--- config.mk ---
export PLATFORM = sky130hd
export DESIGN_NAME = gf180mcu_fd_sc_mcu7t5v0__deser4_func
export DESIGN_NICKNAME = d
export VERILOG_FILES = /design/src/rtl/gf180mcu_fd_sc_mcu7t5v0__deser4_func.sv
export SDC_FILE = /design/constraint.sdc
export NUM_CORES = 1
export LEC_CHECK = 0
export ABC_AREA = 1
export CAP_MARGIN = 10
export CORE_ASPECT_RATIO = 0.75
export CORE_UTILIZATION = 30
export DETAILED_ROUTE_END_ITERATION = 10
export PLACE_DENSITY = 0.65
export SETUP_SLACK_MARGIN = 0.2
export SKIP_LAST_GASP = 1
export SYNTH_ARGS = -nofsm -noshare
export SYNTH_HDL_FRONTEND = slang
export SYNTH_SLANG_ARGS = --single-unit
--- constraint.sdc ---
create_clock -name CLK -period 3.1 [get_ports CLK]
set_clock_uncertainty 0.05 [all_clocks]
set_input_delay 0.465 -clock CLK [delete_from_list [all_inputs] [get_ports CLK]]
set_output_delay 0.465 -clock CLK [all_outputs]
set_load 0.02 [all_outputs]
--- src/rtl/gf180mcu_fd_sc_mcu7t5v0__deser4_func.sv ---
// ---------------------------------------------------------------------------
// gf180mcu_fd_sc_mcu7t5v0__deser4_func
//
// Functional model of a 1-to-4 deserializer. Serial bits are accepted on a
// DV/DRDY handshake and gathered into a 4-bit word. The word is presented
// on a QV/QRDY handshake. QZN is the NAND4 of the held word, so this block
// can feed the 4-input reduction cells in mixed cell-level simulations.
//
// The bit counter CNT is the state machine (S0..S3). Bits 0..2 of a word
// wait in a 3-bit staging register. The 4th accepted bit is merged with
// the staged bits directly into Q, so no extra cycle of latency is added.
// A new word may be collected while the previous one waits downstream.
// Only the completing 4th bit stalls until the held word is drained.
//
// Next-state logic uses boolean and ?: forms rather than if/else. An
// unknown handshake input therefore propagates into Q/QV/CNT in a 4-state
// simulation instead of silently selecting one branch.
// ---------------------------------------------------------------------------
module gf180mcu_fd_sc_mcu7t5v0__deser4_func #(
    parameter bit MSB_FIRST = 1'b0   // 0: first bit -> Q[0]; 1: first bit -> Q[3]
) (
    input  logic       CLK,          // rising-edge clock
    input  logic       RN,           // asynchronous active-low reset
    input  logic       D,            // serial data bit
    input  logic       DV,           // D is valid this cycle
    output logic       DRDY,         // block can accept D this cycle
    input  logic       FLUSH,        // synchronous clear of partial and held word
    output logic [3:0] Q,            // assembled word (registered)
    output logic       QV,           // Q holds a valid word
    input  logic       QRDY,         // downstream accepts Q this cycle
    output logic       QZN,          // NAND4 of registered Q
    output logic [1:0] CNT           // bits collected toward the next word
);

    // -----------------------------------------------------------------------
    // FSM state encoding: the state is the number of bits already staged.
    // -----------------------------------------------------------------------
    localparam logic [1:0] S0 = 2'd0;
    localparam logic [1:0] S1 = 2'd1;
    localparam logic [1:0] S2 = 2'd2;
    localparam logic [1:0] S3 = 2'd3;

    // -----------------------------------------------------------------------
    // Bit placement helpers.
    // Staging layout:
    //   LSB-first: SR[k]   holds bit k, and the word is {D, SR}.
    //   MSB-first: SR[2-k] holds bit k, and the word is {SR, D}.
    // With this layout the 4th accept assembles the word by concatenation.
    // -----------------------------------------------------------------------
    function automatic logic [2:0] stage_bit(
        input logic [2:0] sr,
        input logic [1:0] k,
        input logic       d
    );
        logic [2:0] res;
        res = sr;
        case (k)
            S0:      if (MSB_FIRST) res[2] = d; else res[0] = d;
            S1:      res[1] = d;
            S2:      if (MSB_FIRST) res[0] = d; else res[2] = d;
            default: res = sr;   // the S3 accept loads Q, not the stage
        endcase
        return res;
    endfunction

    // Merge the staged bits with the completing 4th bit into a word.
    function automatic logic [3:0] assemble_word(
        input logic [2:0] sr,
        input logic       d
    );
        return MSB_FIRST ? {sr, d} : {d, sr};
    endfunction

    // -----------------------------------------------------------------------
    // State registers and their next-state values.
    // -----------------------------------------------------------------------
    logic [1:0] cnt_q, cnt_d;
    logic [2:0] sr_q,  sr_d;
    logic [3:0] q_q,   q_d;
    logic       qv_q,  qv_d;

    // Handshake decodes.
    logic drdy_s;
    logic accept_s;
    logic drain_s;
    logic load_s;

    // Handshake decode: only the completing 4th bit stalls against a held word.
    always_comb begin
        drdy_s   = ~(qv_q & ~QRDY & (cnt_q == S3));
        accept_s = DV & drdy_s & ~FLUSH;
        drain_s  = qv_q & QRDY & ~FLUSH;
        load_s   = accept_s & (cnt_q == S3);
    end

    // Next-state logic: FLUSH takes priority over accept and drain, load over drain.
    always_comb begin
        cnt_d = cnt_q;
        sr_d  = sr_q;
        q_d   = q_q;
        qv_d  = qv_q;

        // The counter wraps S3 -> S0 on the load accept.
        cnt_d = FLUSH ? S0 : (cnt_q + {1'b0, accept_s});

        // The stage clears when a word loads or on a flush.
        sr_d  = (FLUSH | load_s) ? 3'b000
              : (accept_s ? stage_bit(sr_q, cnt_q, D) : sr_q);

        // Q keeps its last value on a flush. Only QV is dropped.
        q_d   = load_s ? assemble_word(sr_q, D) : q_q;

        // QV is set by a load, else cleared by a drain, else held.
        qv_d  = ~FLUSH & (load_s | (qv_q & ~drain_s));
    end

    // State registers with asynchronous active-low reset.
    always_ff @(posedge CLK or negedge RN) begin
        if (!RN) begin
            cnt_q <= S0;
            sr_q  <= 3'b000;
            q_q   <= 4'h0;
            qv_q  <= 1'b0;
        end else begin
            cnt_q <= cnt_d;
            sr_q  <= sr_d;
            q_q   <= q_d;
            qv_q  <= qv_d;
        end
    end

    // Output mapping: Q/QV/CNT come from flops, while DRDY and QZN are decoded from them.
    always_comb begin
        Q    = q_q;
        QV   = qv_q;
        CNT  = cnt_q;
        DRDY = drdy_s;
        QZN  = ~(&q_q);
    end

endmodule

Word level (Yosys, flattened, before mapping)
Cells that the tools add are included.

Add/sub/neg operators: 1. Eq/ne operators: 3. Mux-type cells: 6. Bitwise logic cells: 16. Reductions and logical operators: 9.

Operators by type and width (count): 1-bit bitwise AND (9); 2-bit nonzero test (4); 3-bit two-way mux (2); 2-bit AND reduction (3); 1-bit NOT (5); 2-bit equality test (second input constant) (2); 4-bit AND reduction (1); 1-bit two-way mux (3); 2-bit by 1-bit adder with 2-bit output (1); 2-bit by 1-bit equality test with 1-bit output (second input constant) (1); 2-bit logical NOT (1); 2-bit two-way mux (1); 1-bit OR (2).

Register bits after elaboration: 10. Input port bits: 6. Output and inout bits: 9. Logic and storage cells: 41.

Logic depth before layout (Yosys ltp)
Gate-level depths: netlist of run 1.

Depth after elaboration: 10. Mapped depth: 8. Depth with buffers taken out: 8.

Worst setup path after synthesis of run 1
No wires, ideal clock.

Path type: reg2reg. Start point: register cnt_q[1] (netlist: CNT[1]). End point: register cnt_q[1] (netlist: CNT[1]). Setup time: 0.119 ns. Arrival time: 1.303 ns. Data required time: 2.931 ns. Slack: 1.628 ns. Stages on the path, launching flop included: 9. Cell sequence: dfrtp_1 -> nand2_1 -> inv_1 -> nand2_1 -> nand2_1 -> inv_1 -> ha_1 -> xnor2_1 -> nor2_1.

Word-level cells in the longest chain between the ends: 7.

Ends and longest elaborated chain: from (decl) (RTL line 77) `logic [1:0] cnt_q, cnt_d;`; from (signal assigned) (RTL line 125) `cnt_q <= cnt_d;`; 2-bit equality test (RTL line 90) `drdy_s = ~(qv_q & ~QRDY & (cnt_q == S3));`; 1-bit bitwise AND (RTL line 90); 1-bit NOT (RTL line 90); net DRDY (RTL line 26) `output logic DRDY,`; 1-bit bitwise AND (2 in series) (RTL line 91) `accept_s = DV & drdy_s & ~FLUSH;`; 2-bit by 1-bit adder with 2-bit output (RTL line 104) `cnt_d = FLUSH ? S0 : (cnt_q + {1'b0, accept_s});`; 2-bit two-way mux (RTL line 104); net cnt_d[1] (RTL line 77).

The timed path passes the listed nets, and every way through them passes these cells. A chain may end at the register's enable or synchronous reset.

Final worst setup path of run 1
Start point: input QRDY. End point: output DRDY.

Word-level cells in the longest chain between the ends: 4.

Ends and longest elaborated chain: from (decl) (RTL line 30) `input logic QRDY,`; 1-bit NOT (RTL line 90); 1-bit bitwise AND (2 in series) (RTL line 90); 1-bit NOT (RTL line 90); to (decl) (RTL line 26).

Every way passes these cells.

==> reports/metrics.cfg, run 1 <==
[drt]
avgRoutedWirePerCell_um=9.42
viasPerCell=4.25
wl_met1_um=472
drt_iter0_drc=3
drt-pass1-iter-count=4
highest_layer=met4
wl_met3_um=38
drc=0
ant_nets=0
dr_wl_met2_um=436
via_count=434
finalWirelength_um=961

[synthesis]
ys.flop_type=dfrtp_1
netlist_instances=65
yosysUniqueCellTypes=14
synth_top_area_cell=dfrtp_1
synth_top_area_share_pct=47.3
synth_nets=72
yosysMostFrequentCell=inv_1
yosys-top-cells-area=dfrtp_1 (47%), inv_1 (13%), nand2_1 (11%), o21ai_2 (6.6%), nand3_1 (3.8%)
synth_common_cells=inv_1 (18), nand2_1 (16), dfrtp_1 (10), nand3_1 (4), o21ai_2 (4)
ys_ff_latch=10
ys_warn_count=0
synth_edf_count=0
synthArstFlopShare_pct=100
avgSynthCellArea_um2=8.14
syn_area_um2=529
yosysSeqAreaShare_pct=47.3

[clock_network]
numCtsBuffers=3
h-tree-depth=1
cts_setup_buffers=0
root_buffer=clkbuf_4
cts_resized=0
cts_sinks=10
clk_path_buf_depth=2
clk_pin_slew_ns=0.06
cts_tree=done
clk_latency_ns=0.25
ctsHoldBuffers=0

[global_route]
grt_max_degree=12
track_usage_pct=12.1
grt_pass1_vias=363
antenna_found_initial=0
grt-ovfl-total=0
grt_pass1_wl_mm=1.58

[setup_path]
critPathCaptureType=output pin
crit_top_cell=clkdlybuf4s50_1
crit_path_cell_trace=clkdlybuf4s50_1, nor2_1, nand2_1, clkdlybuf4s50_1
max_stage_delay_ns=0.62
path_class=in2out
slowest_stage=clkdlybuf4s50_1
arrival_ns=1.71
crit_required_ns=2.58
crit_path_max_fanout=4
cp-start-kind=input pin

[layout]
diodes=0
syn2layout_area_growth_pct=33.6
final_area_um2=707
drive_gt1_share_pct=12.3
nets=90

[floorplan]
ios=15
row_count=12
die_h_um=38.4
fp.coreArea_um2=1560
start_util_pct=33.9
dieArea_um2=1940
dieWidth_um=50.5

[timing]
period_share_pct=71.7
finalSetupTns_ns=0
drv_slew=0
period_needed_ns=2.22
fin_ws_ns=0.877
fmax_mhz=450
setup_viol=0
rsz0062_at_grt=no
slew_headroom_pct=69.8
tightest_slew_ns=0.452
final_hold_viol_count=0

[placement]
dp_hpwl_um=755
port_buffers=14
dpl_cell_area_um2=684
pre_cts_ws_ns=0.865
place_congestion=0.722

[pwr]
p_leak_nw=0.366
powerDensity_nw_per_um2=363
irDropWorstVdd_uv=236

[hold_path]
hp-class=reg2reg

[run_status]
status=complete, no violations

[run]
maxCapViolCount=0

[path summary, 6_finish.rpt]
path                                to    start  cells past startpoint  slack (ns)
worst max register to register  CNT[1]   CNT[1]                      8        1.78
worst min register to register    Q[1]  sr_q[1]                      2        0.46
worst max-delay path              DRDY     QRDY                      4        0.88
worst min-delay path              Q[1]  sr_q[1]                      2        0.46
min in group asynchronous         Q[3]       RN                      1        0.48
max in group asynchronous         Q[1]       RN                      1        2.22
[cells by family (layout without fill, tap and decap cells)]
logic type / after synthesis / in the layout / synth area share, %
compound gates: 7 / 7 / 10.2
simple gates: 27 / 27 / 23.6
buf+inv: 19 / 35 / 14.9
xor+xnor: 1 / 1 / 1.66
fa+ha+maj: 1 / 1 / 2.36
flops: 10 / 10 / 47.3
[worst max-delay path: cells and delay by family]
kind | cells | cell delay (ns)
buffers and inverters | 2 | 1.09
and+or+nand+nor | 2 | 0.15
[placed cells by master (no fill, tap or decap), drive strengths merged]
cell	synthesis	routed
ha	1	1
xnor2	1	1
nor2	4	4
clkdlybuf4s50	0	14
o21ai	6	6
nand4	2	2
clkbuf	0	3
inv	18	18
nand2	16	16
dfrtp	10	10
a21oi	1	1
nand3	5	5
[power by group]
group / switching [mW] / internal [mW]
clock: 0.0370 / 0.0444
combinational: 0.0195 / 0.0167
sequential: 0.00396 / 0.135
total: 0.0605 / 0.196
[through the flow]
step                      utilization [%]  total power, mW  std cells  hold slack, ns
after global placement               43.8            0.178         99           0.449
final                                45.3            0.257        102           0.463
after global routing                 45.3            0.273        102           0.494
after floorplan                         -            0.159         65           0.119
after detailed placement             43.8            0.178         99           0.452
after CTS                            45.3            0.262        102           0.468
[final cells by class]
type / instances / area, um2
Inverter: 18 / 67.6
Tap cell: 21 / 26.3
Timing Repair Buffer: 14 / 140
Multi-Input combinational cell: 36 / 200
Fill cell: 166 / 855
Sequential cell: 10 / 250
Clock buffer: 3 / 22.5
[per-layer routing]
layer	vias to the layer above	global-route usage, %
met5	-	0
met4	0	4.17
met3	2	7.14
met2	7	18.3
met1	199	14.4
li1	226	-
[sequential cells by signal, indices dropped and copies added (netlist names)]
name	cells
QV	1
CNT	2
Q	4
sr_q	3
(Power assumes the default switching activity.)
==> inputs of run 2 (changes only) <==
==> constraint.sdc (replaced) <==
create_clock -name CLK -period 2.09 [get_ports CLK]
set_clock_uncertainty 0.05 [all_clocks]
set_input_delay 0.3135 -clock CLK [delete_from_list [all_inputs] [get_ports CLK]]
set_output_delay 0.3135 -clock CLK [all_outputs]
set_load 0.02 [all_outputs]
==> run 2 against run 1 <==
Final area down 0.18%; clock power up 49%; via count unchanged; clock-buffer cell count unchanged; largest cell class unchanged; highest routed layer unchanged.
==> reports/metrics.cfg, run 2 (synthesis gave the netlist of run 1 again) <==
[drt]
drt-pass1-iter-count=4  ; unchanged
ant_nets=0  ; unchanged
viasPerCell=4.25  ; unchanged
finalWirelength_um=960  ; -0.10%
drc=0  ; unchanged
avgRoutedWirePerCell_um=9.41  ; -0.10%
drt_iter0_drc=3  ; unchanged
via_count=434  ; unchanged

[timing]
fmax_mhz=582
fin_ws_ns=0.372  ; -0.506 ns
setup_viol=0  ; unchanged
finalSetupTns_ns=0  ; unchanged
final_hold_viol_count=0  ; unchanged
holdWs_ns=0.325  ; -0.137 ns
tightest_slew_ns=0.452  ; unchanged
period_needed_ns=1.72
slew_headroom_pct=69.8  ; unchanged
rsz0062_at_grt=no
period_share_pct=82.2
drv_slew=0  ; unchanged

[floorplan]
dieWidth_um=50.5  ; unchanged
start_util_pct=33.9  ; unchanged
dieArea_um2=1940  ; unchanged
row_count=12  ; unchanged
fp.coreArea_um2=1560  ; unchanged
ios=15  ; unchanged
die_h_um=38.4  ; unchanged

[layout]
final_area_um2=706  ; -0.18%
largest_reg_flops=4  ; unchanged
layout_common_cells=inv_1 (18), nand2_1 (16), clkdlybuf4s50_1 (13), dfrtp_1 (10)
drive_gt1_share_pct=12.3  ; unchanged
diodes=0  ; unchanged
syn2layout_area_growth_pct=33.3
final_core_util_pct=45.2  ; -0.080 points
nets=90  ; unchanged
layout_commonest_cell=inv_1

[pwr]
irDropWorstVdd_uv=350  ; +48%
powerDensity_nw_per_um2=540  ; +49%
p_leak_nw=0.363  ; -0.59%

[clock_network]
h-tree-depth=1  ; unchanged
cts_setup_buffers=0  ; unchanged
numCtsBuffers=3  ; unchanged
clk_latency_ns=0.25  ; about the same
cts_tree=done
clk_pin_slew_ns=0.06  ; about the same
clk_path_buf_depth=2  ; unchanged
root_buffer=clkbuf_4
cts_sinks=10  ; unchanged

[placement]
port_buffers=14  ; unchanged
dpl_cell_area_um2=684  ; unchanged
pre_cts_ws_ns=0.158  ; -0.707 ns
dp_hpwl_um=755  ; unchanged
place_congestion=0.722  ; about the same

[global_route]
grt-ovfl-total=0  ; unchanged
grt_max_degree=12  ; unchanged
track_usage_pct=12.1  ; unchanged
grt_pass1_wl_mm=1.58  ; unchanged
antenna_found_initial=0  ; unchanged
grt_pass1_vias=366  ; +0.83%

[setup_path]
critPathCaptureType=output pin
crit_path_max_fanout=3  ; -1
path_class=reg2out
cp-start-kind=flop
crit_required_ns=1.73  ; -0.85 ns
arrival_ns=1.35  ; -0.36 ns

[run]
maxCapViolCount=0  ; unchanged

[hold_path]
hp-class=in2async

[run_status]
status=complete, no violations

## run 2: changes by cell type in the layout (fill, tap and decap cells not counted)
cell	change
clkdlybuf4s50_1	-1
dlygate4sd2_1	+1
## run 2: layer usage
metal	track usage, %	vias to the layer above	share of wire, %
li1	-	226	-
met1	14.4	199	49
met2	18.3	7	45
met3	7.14	2	4.0
met4	4.17	0	1.4
met5	0	-	0
## run 2: final timing paths
| kind | cells after the start | endpoint | start | slack (ns) |
|---|---|---|---|---|
| min in group CLK | 2 | Q[1] | sr_q[1] | 0.46 |
| min | 1 | Q[3] | RN | 0.33 |
| min reg2reg | 2 | Q[1] | sr_q[1] | 0.46 |
| max | 2 | QZN | Q[2] | 0.37 |
| max in group asynchronous | 1 | Q[1] | RN | 1.36 |
| max reg2reg | 8 | CNT[1] | CNT[1] | 0.77 |
## run 2: critical path: stages (launching register included)
cell	delay, ns
dfrtp_1	0.40
nand4_1	0.10
clkdlybuf4s50_1	0.60
## run 2: report_power, final
part | internal [mW] | switching (mW) | leakage (nW)
Combinational | 0.0247 | 0.0290 | 0.212
Sequential | 0.201 | 0.00588 | 0.138
Clock | 0.0659 | 0.0548 | 0.0138
Total | 0.291 | 0.0897 | 0.363
## run 2: layout make-up
class	instances	area, um2
tap	21	26.3
fill	167	856
inverter	18	67.6
sequential	10	250
timing repair buffer	14	139
clock buffer	3	22.5
multi-input combinational	36	200
## run 2: timing repair
action,4_1_cts,5_1_grt
resized for setup,1,0
endpoints found under the setup margin,1,0
hold buffers,0,0
## run 2: metrics by stage
| stage | power [mW] | cells |
|---|---|---|
| after floorplan | 0.236 | 65 |
| after global placement | 0.263 | 99 |
| after detailed placement | 0.264 | 99 |
| after CTS | 0.389 | 102 |
| after global routing | 0.405 | 102 |
| final | 0.381 | 102 |
==> inputs of run 3 (changes only) <==
==> constraint.sdc (replaced) <==
create_clock -name CLK -period 1.6 [get_ports CLK]
set_clock_uncertainty 0.05 [all_clocks]
set_input_delay 0.24 -clock CLK [delete_from_list [all_inputs] [get_ports CLK]]
set_output_delay 0.24 -clock CLK [all_outputs]
set_load 0.02 [all_outputs]
==> run 3 against run 2 <==
Via count up 4.1%; critical endpoint is now CNT[0]; cell count up 6.9%; final area up 8.9%; global-route usage up 0.24 points; sequential share of layout area down 2.4 points.
==> reports/metrics.cfg, run 3 (synthesis gave the netlist of run 1 again) <==
[global_route]
grt_pass1_wl_mm=1.61  ; +2.2%
grt_max_degree=11  ; -1
antenna_found_initial=0  ; unchanged
grt-ovfl-total=0  ; unchanged
busiest_layer=met2
use_met2_pct=20.0  ; +1.7 points
grt.met1_usage_pct=13.8  ; -0.56 points
grt_pass1_vias=401  ; +9.6%
grtUsageMet3_pct=7.14  ; unchanged
track_usage_pct=12.4  ; +0.24 points

[drt]
drc=0  ; unchanged
ant_nets=0  ; unchanged
finalWirelength_mm=1.03  ; +7.6%
viasPerCell=4.15  ; -2.5%
avgRoutedWirePerCell_um=9.48  ; +0.69%
drt-pass1-iter-count=2  ; -2
drt_iter0_drc=8  ; +5
via_count=452  ; +4.1%

[layout]
diodes=0  ; unchanged
final_core_util_pct=49.2  ; +4.0 points
multi_input_area_um2=215  ; +7.5%
final_area_um2=768  ; +8.9%
syn2layout_area_growth_pct=45.2
largest_reg_flops=4  ; unchanged
n_fill_cell=165  ; -1.2%
register_area_um2=254  ; +1.5%
drive_gt1_share_pct=31.8  ; +19 points
nets=96  ; +6.7%
layout_commonest_cell=inv_1
layout_common_cells=inv_1 (18), nand2_1 (15), dfrtp_1 (7)
layout.cells.non_filler=109  ; +6.9%

[setup_path]
crit_required_ns=1.31  ; -0.42 ns
worst-path-buf-inv=2  ; +1
arrival_ns=1.07  ; -0.28 ns
cp.depth=2  ; unchanged
rrSetupSlack_ns=0.30  ; -0.47 ns
path_class=reg2out
r2r-start=QV
max_stage_delay_ns=0.40  ; -0.20 ns
r2r_end=CNT[1]
cp-start-kind=flop
rr_worst_depth=9  ; +1
worst_path_dominant_cell_family=flip-flops
critPathCaptureType=output pin
slowest_stage=dfrtp_2
crit_path_max_fanout=4  ; +1
crit_path_cell_trace=buf_4, clkdlybuf4s15_2

[pwr]
powerDensity_nw_per_um2=755  ; +40%
p_leak_nw=0.421  ; +16%
irDropWorstVdd_uv=483  ; +38%

[placement]
place_congestion=0.785  ; +8.7%
dp_hpwl_um=763  ; +1.0%
port_buffers=14  ; unchanged
dp_cells=105  ; +6.1%
dpl_cell_area_um2=733  ; +7.1%

[clock_network]
clk_path_buf_depth=2  ; unchanged
clk_pin_slew_ns=0.07  ; about the same
h-tree-depth=1  ; unchanged
cts_sinks=10  ; unchanged
cts_setup_buffers=0  ; unchanged
clk_latency_ns=0.28  ; +0.03 ns
cts_tree=done
ctsHoldBuffers=0  ; unchanged
numCtsBuffers=3  ; unchanged
root_buffer=clkbuf_4

[floorplan]
fp.coreArea_um2=1560  ; unchanged
die_h_um=38.4  ; unchanged
start_util_pct=33.9  ; unchanged
row_count=12  ; unchanged
dieArea_um2=1940  ; unchanged
ios=15  ; unchanged
dieWidth_um=50.5  ; unchanged

[timing]
drv_slew=0  ; unchanged
tightest_slew_ns=0.473  ; +0.0215 ns
setup_viol=0  ; unchanged
period_share_pct=85.2
slew_headroom_pct=68.4  ; -1.4 points
fmax_mhz=734
period_needed_ns=1.36
final_hold_viol_count=0  ; unchanged
holdWs_ns=0.232  ; -0.0933 ns
rsz0062_at_grt=yes

[run]
maxCapViolCount=0  ; unchanged

[run_status]
status=complete, no violations

[hold_path]
hp-class=in2async

[run 3: cell count changes in the layout (fill, tap and decap cells not counted), sizes merged]
cell,before,now
buf,0,7
clkbuf,3,6
clkdlybuf4s15,0,1
clkdlybuf4s50,13,5
dlygate4sd2,1,5
[run 3: worst max path at each step]
stage                     slack, ns     end  startpoint
after floorplan                0.20  CNT[1]      CNT[1]
after global placement        -0.13    DRDY        QRDY
after detailed placement      -0.13    DRDY        QRDY
after CTS                      0.09    DRDY      CNT[0]
after global routing           0.19  CNT[1]          QV
final                          0.24  CNT[0]      CNT[0]
[run 3: power by group]
group | total [mW] | switching, mW | internal [mW] | leakage, nW
Sequential | 0.266 | 0.00452 | 0.262 | 0.133
Combinational | 0.0796 | 0.0435 | 0.0361 | 0.267
Clock | 0.234 | 0.0957 | 0.139 | 0.0210
Total | 0.580 | 0.144 | 0.437 | 0.421
[run 3: area by class of cell]
| class | count | area share, % |
|---|---|---|
| sequential | 10 | 33.1 |
| multi-input combinational | 36 | 28.0 |
| timing repair buffer | 20 | 22.0 |
| inverter | 18 | 8.79 |
| clock buffer | 4 | 4.72 |
| tap | 21 | 3.42 |
[run 3: what timing repair did]
action                                  CTS  global route
gates resized for setup                  13            10
gates cloned                              0             0
endpoints found under the setup margin    9             4
pin swaps                                 0             3
[run 3: layer usage]
| layer | routed length, um | vias up | share of wire (%) |
|---|---|---|---|
| li1 | - | 241 | - |
| met4 | 10 | 0 | 0.97 |
| met5 | 0 | - | 0 |
| met1 | 495 | 200 | 48 |
| met2 | 468 | 8 | 45 |
| met3 | 58 | 3 | 5.6 |
[run 3: per-stage QoR]
step	TNS, ns	power [mW]	worst slack (ns)
floorplan	0	0.309	0.203
detailed placement	-0.137	0.352	-0.135
CTS	0	0.584	0.0852
finish	0	0.580	0.237
global route	0	0.609	0.189
global placement	-0.129	0.351	-0.129
